## config.mk

```make
export PLATFORM = sky130hd
export DESIGN_NAME = vga_sync_gen
export DESIGN_NICKNAME = d
export VERILOG_FILES = /design/src/rtl/vga_sync_gen.sv
export SDC_FILE = /design/constraint.sdc
export NUM_CORES = 1
export LEC_CHECK = 0
export ABC_CLOCK_PERIOD_IN_PS = 2000
export BUFFER_PORTS_ARGS = -buffer_cell sky130_fd_sc_hd__buf_2
export CORE_MARGIN = 8
export CORE_UTILIZATION = 37
export CTS_CLUSTER_SIZE = 14
export DETAILED_ROUTE_END_ITERATION = 7
export GPL_TIMING_DRIVEN = 0
export PLACE_DENSITY_LB_ADDON = 0.25
export SLEW_MARGIN = 5
export SYNTH_ARGS = -nofsm -noshare
export SYNTH_HDL_FRONTEND = slang
export SYNTH_SLANG_ARGS = --single-unit
```

## constraint.sdc

```tcl
create_clock -name vga_clk -period 2 [get_ports vga_clk]
set_input_delay 0.2 -clock vga_clk [delete_from_list [all_inputs] [get_ports vga_clk]]
set_output_delay 0.2 -clock vga_clk [all_outputs]
set_load 0.005 [all_outputs]
```

## src/rtl/vga_sync_gen.sv

```systemverilog
// vga_sync_gen
//   Free-running VGA timing generator. Horizontal and vertical counters
//   advance on each enabled pixel clock. All timing outputs are decoded from
//   the next counter values and registered, so hs/vs/blank/frame_start line
//   up with the DrawX/DrawY presented in the same cycle.
//
// Ports
//   vga_clk     : pixel clock, all logic on posedge
//   reset       : synchronous active-high reset, overrides enable
//   enable      : counters advance only when high
//   hs, vs      : horizontal / vertical sync, active low
//   blank       : high when the presented pixel is in the visible area
//   DrawX/DrawY : current horizontal / vertical count
//   frame_start : one-cycle pulse when (0,0) is entered after a frame wrap
//   frame_count : completed-frame counter, wraps at 16'hFFFF
module vga_sync_gen #(
   parameter int H_VISIBLE = 640,
   parameter int H_FP      = 16,
   parameter int H_SYNC    = 96,
   parameter int H_BP      = 48,
   parameter int V_VISIBLE = 480,
   parameter int V_FP      = 10,
   parameter int V_SYNC    = 2,
   parameter int V_BP      = 33
) (
   input  logic        vga_clk,
   input  logic        reset,
   input  logic        enable,
   output logic        hs,
   output logic        vs,
   output logic        blank,
   output logic [9:0]  DrawX,
   output logic [9:0]  DrawY,
   output logic        frame_start,
   output logic [15:0] frame_count
);

   localparam int H_TOTAL = H_VISIBLE + H_FP + H_SYNC + H_BP;
   localparam int V_TOTAL = V_VISIBLE + V_FP + V_SYNC + V_BP;

   localparam logic [9:0] H_LAST   = 10'(H_TOTAL - 1);
   localparam logic [9:0] V_LAST   = 10'(V_TOTAL - 1);
   localparam logic [9:0] H_VIS    = 10'(H_VISIBLE);
   localparam logic [9:0] V_VIS    = 10'(V_VISIBLE);
   localparam logic [9:0] HS_START = 10'(H_VISIBLE + H_FP);
   localparam logic [9:0] HS_END   = 10'(H_VISIBLE + H_FP + H_SYNC);
   localparam logic [9:0] VS_START = 10'(V_VISIBLE + V_FP);
   localparam logic [9:0] VS_END   = 10'(V_VISIBLE + V_FP + V_SYNC);

   logic [9:0] x_next;
   logic [9:0] y_next;
   logic       frame_wrap;

   always_comb begin
      x_next     = DrawX + 10'd1;
      y_next     = DrawY;
      frame_wrap = 1'b0;
      if (DrawX == H_LAST) begin
         x_next = '0;
         if (DrawY == V_LAST) begin
            y_next     = '0;
            frame_wrap = 1'b1;
         end else begin
            y_next = DrawY + 10'd1;
         end
      end
   end

   always_ff @(posedge vga_clk) begin
      if (reset) begin
         DrawX       <= '0;
         DrawY       <= '0;
         hs          <= 1'b1;
         vs          <= 1'b1;
         blank       <= 1'b1;
         frame_start <= 1'b0;
         frame_count <= '0;
      end else if (enable) begin
         DrawX       <= x_next;
         DrawY       <= y_next;
         // decode from the next counts so outputs match the presented position
         hs          <= !((x_next >= HS_START) && (x_next < HS_END));
         vs          <= !((y_next >= VS_START) && (y_next < VS_END));
         blank       <= (x_next < H_VIS) && (y_next < V_VIS);
         frame_start <= frame_wrap;
         if (frame_wrap) begin
            frame_count <= frame_count + 16'd1;
         end
      end else begin
         frame_start <= 1'b0;
      end
   end

endmodule

```

==> metrics list <==
- Leakage: approximately 1.2 nW
* Power density over the cells: ~520 mW/mm^2
- Across every metal layer, demand over resource in global routing totals 14.6%.
* Setup clock skew after layout: 7.80 ps
- Via count of the first global-routing pass: between 2000 and 2500
- Sum of overflow across all layers after global routing: 0
- Most common library cell in the layout ignoring fill and taps: sky130_fd_sc_hd__buf_2
* DRC viols: 0
- IR drop worst, VDD: just over 0.5 mV
* Register bit count reported by yosys: 40
- Setup CP Type: flop to flop
- Routability-driven placement finished with a final weighted congestion of 0.845.
- Max-cap violations in this run came to 0.
* Final-report hold violation count: 0
- Average cell area after synthesis: between 7 and 8 um^2
- The pre-antenna-repair detailed-routing pass consisted of 4 iterations.
- Number of distinct library cell variants in the gate-level netlist after synthesis: 53
* Row cnt: 29
- Number of flops mapped to enable cells by yosys: 0
* Least setup slack across all paths after layout: between 70 and 80 ps
* Number of nets in the layout: ~370
* Final cell count without fillers: 443
- Buffers placed on the I/O ports in this run total between 40 and 50.
* Clock transition at the register clock pins on the worst setup and hold paths after CTS: approximately 80 ps
- Dividing the detail-routed wire length by the instance count gives between 10 and 15 um.
- In this run, CTS created clock tree buffers numbering 5.
- Cell Area, Synth: between 0.002 and 0.0025 mm^2
- Data on the critical path arrives at its endpoint at 2160 ps.
- Antenna violation net count after detailed routing: 0
* Proportion of synthesized chip area in sequential cells: around a third
* Crit path capture type: flop
- Top library cells by usage in the layout, fill and taps aside: 44 x sky130_fd_sc_hd__buf_2, 29 x sky130_fd_sc_hd__dfxtp_1, 29 x sky130_fd_sc_hd__nor2_1
- Entering global routing, the biggest net connects 14 pins.
* Number of placed I/O pins: 43
- Antenna violations before repair: 0
* CTS tree: done
- Status: finished, final reports clean
* Root buffer cell: sky130_fd_sc_hd__clkbuf_8
* Die ar.: 0.00914 mm^2
- Ratio of routed vias to standard cells: approximately 5.4
- The clock net in this run drives a total of 40 sinks.
- Summing all non-filler instances in the final layout gives an area of 0.00307 mm^2.
- For this block, the via count after detailed routing is 2396.
- Data required time of the worst path: between 2000 and 2500 ps
* Final setup fails: 0
* Count of pins over their slew limit: 0
* Antenna diode count: 0
* Tightest Pin Transition: 523 ps
* Initial Util: 37.6%
- From synthesis to final layout, the design area changed by 30.9%.
* Total wire length after detailed routing: 6540 um
- Area of the placeable core: 0.00624 mm^2
- Dividing the final minimum period by the clock period gives a little over nine tenths.
- Yosys warnings: 0
* Final HPWL DP: 4610 um
- For the finished layout, the period the worst path requires is 1930 ps.
- Post-Synthesis Cells: slightly below 300
- In this run the cell area measured after placement is about 0.0027 mm^2.
- In this run, the number of DRC markers left after iteration 0 of detailed routing was 80.
- Max-slew headroom: between 60% and 70%
- Share of final-layout standard cells stronger than drive strength 1: 31.4%
- At the end of the flow the core is filled with cells to 49.2%.
- Based on the critical path, the design can be clocked at up to roughly 0.52 GHz.
- Startpoint kind of the worst setup timing path: flop
* Die extent in x: ~96 um
* Post-synthesis net count: around 300
- Class of the tightest hold or removal check: input pin to flop
- CTS H-tree lvls: 2
- The clock passes through at most 2 buffers.
- CP max FO: 7
- In the synthesized netlist the async set-or-reset flop fraction comes to 0%.
* Placed instance count: between 400 and 500
* Dominant register cell in the synthesized netlist: sky130_fd_sc_hd__dfxtp_1
* Global-route wire length before repair: approximately 11000 um
* Hold-fix buffer count after cts: 0
- Chip Height: between 90 and 100 um
- Pre-CTS setup slack: -429 ps
* Clock latency at the later pin of the worst-skew pair: ~300 ps
==> final cells by class <==
class | instances | area [um^2]
inverters | 9 | 33.8
well taps | 77 | 96.3
repair buffers | 66 | 394
clock buffers | 6 | 82.6
flip-flops and latches | 40 | 822
fillers | 643 | 3170
plain buffers | 16 | 83.8
clock inverters | 2 | 38.8
multi-input cells | 227 | 1520
==> sequential cells by signal, summed over array words and instances (netlist names) <==
register / flops
DrawX: 10
frame_count: 16
hs: 1
vs: 1
frame_start: 1
blank: 1
DrawY: 10
==> path summary, 6_finish.rpt <==
kind / from / to / slack [ps] / depth (start not counted)
max: DrawY[0]$_SDFFE_PP0P_ / frame_count[15]$_SDFFE_PP0P_ / 70 / 8
min: reset / blank$_SDFFE_PP1P_ / 410 / 3
max reg2reg: DrawY[0]$_SDFFE_PP0P_ / frame_count[15]$_SDFFE_PP0P_ / 70 / 8
min reg2reg: frame_count[15]$_SDFFE_PP0P_ / frame_count[15]$_SDFFE_PP0P_ / 490 / 2
==> cell usage after synthesis, drive strengths merged (5+ instances only) <==
library cell	count	area (um^2)
nand2	25	93.8
nand3b	5	41.3
nor3	13	65.1
xnor2	5	43.8
inv	9	33.8
nor4	6	73.8
ha	5	62.6
o21ai	19	95.1
dfxtp	40	801
a21oi	24	120
nand4b	5	43.8
clkbuf	9	33.8
nand4	13	118
xor2	5	43.8
buf	9	42.5
nor2	29	109
nand3	13	70.1
or3	11	68.8
==> power breakdown <==
part	internal, mW	switching, mW
Clock	0.408	0.308
Sequential	0.802	0.0131
Combinational	0.0335	0.0474
==> critical path, stage by stage, from the launching register on <==
cell and delay, ps:
sky130_fd_sc_hd__dfxtp_4 370, sky130_fd_sc_hd__inv_2 80, sky130_fd_sc_hd__ha_4 130, sky130_fd_sc_hd__and3b_1 160, sky130_fd_sc_hd__and4_1 240, sky130_fd_sc_hd__buf_6 140, sky130_fd_sc_hd__nand4_4 120, sky130_fd_sc_hd__or4_1 500
sky130_fd_sc_hd__a21oi_1 120
==> cells by family (layout without fill, tap and decap cells) <==
kind of cell | Yosys count | after routing | share of synthesized area [%]
DFF | 40 | 40 | 34.1
xor gates and xnor gates | 10 | 10 | 3.73
muxes | 2 | 2 | 0.853
AOI/OAI and AO/OA | 69 | 69 | 18.0
adders and majority gates | 5 | 5 | 2.67
buffers and inverters | 27 | 99 | 4.69
and+or+nand+nor | 141 | 141 | 35.9
==> layer usage <==
layer / up-vias / wire length, um / track usage, %
met3: 6 / 387 / 4.09
li1: 1226 / - / -
met2: 51 / 3050 / 23.6
met1: 1113 / 3030 / 18.2
met4: 0 / 76 / 4.87
met5: - / 0 / 0
==> what timing repair did <==
action | CTS | global route
endpoints found under the setup margin | 29 | 22
gates cloned | 0 | 1
setup buffers | 10 | 14
pin swaps | 4 | 9
gates resized for setup | 11 | 32
==> metrics by stage <==
step           TNS (ps)  hold slack [ps]  power, mW
2_1_floorplan         0              468      0.875
3_3_place_gp      -5440              468      0.899
3_5_place_dp      -6020              478      0.901
4_1_cts           -28.0              405       1.63
5_1_grt           -62.9              419       1.68
6_report              0              412       1.61
Note: power is estimated with default switching activity, not from simulation.
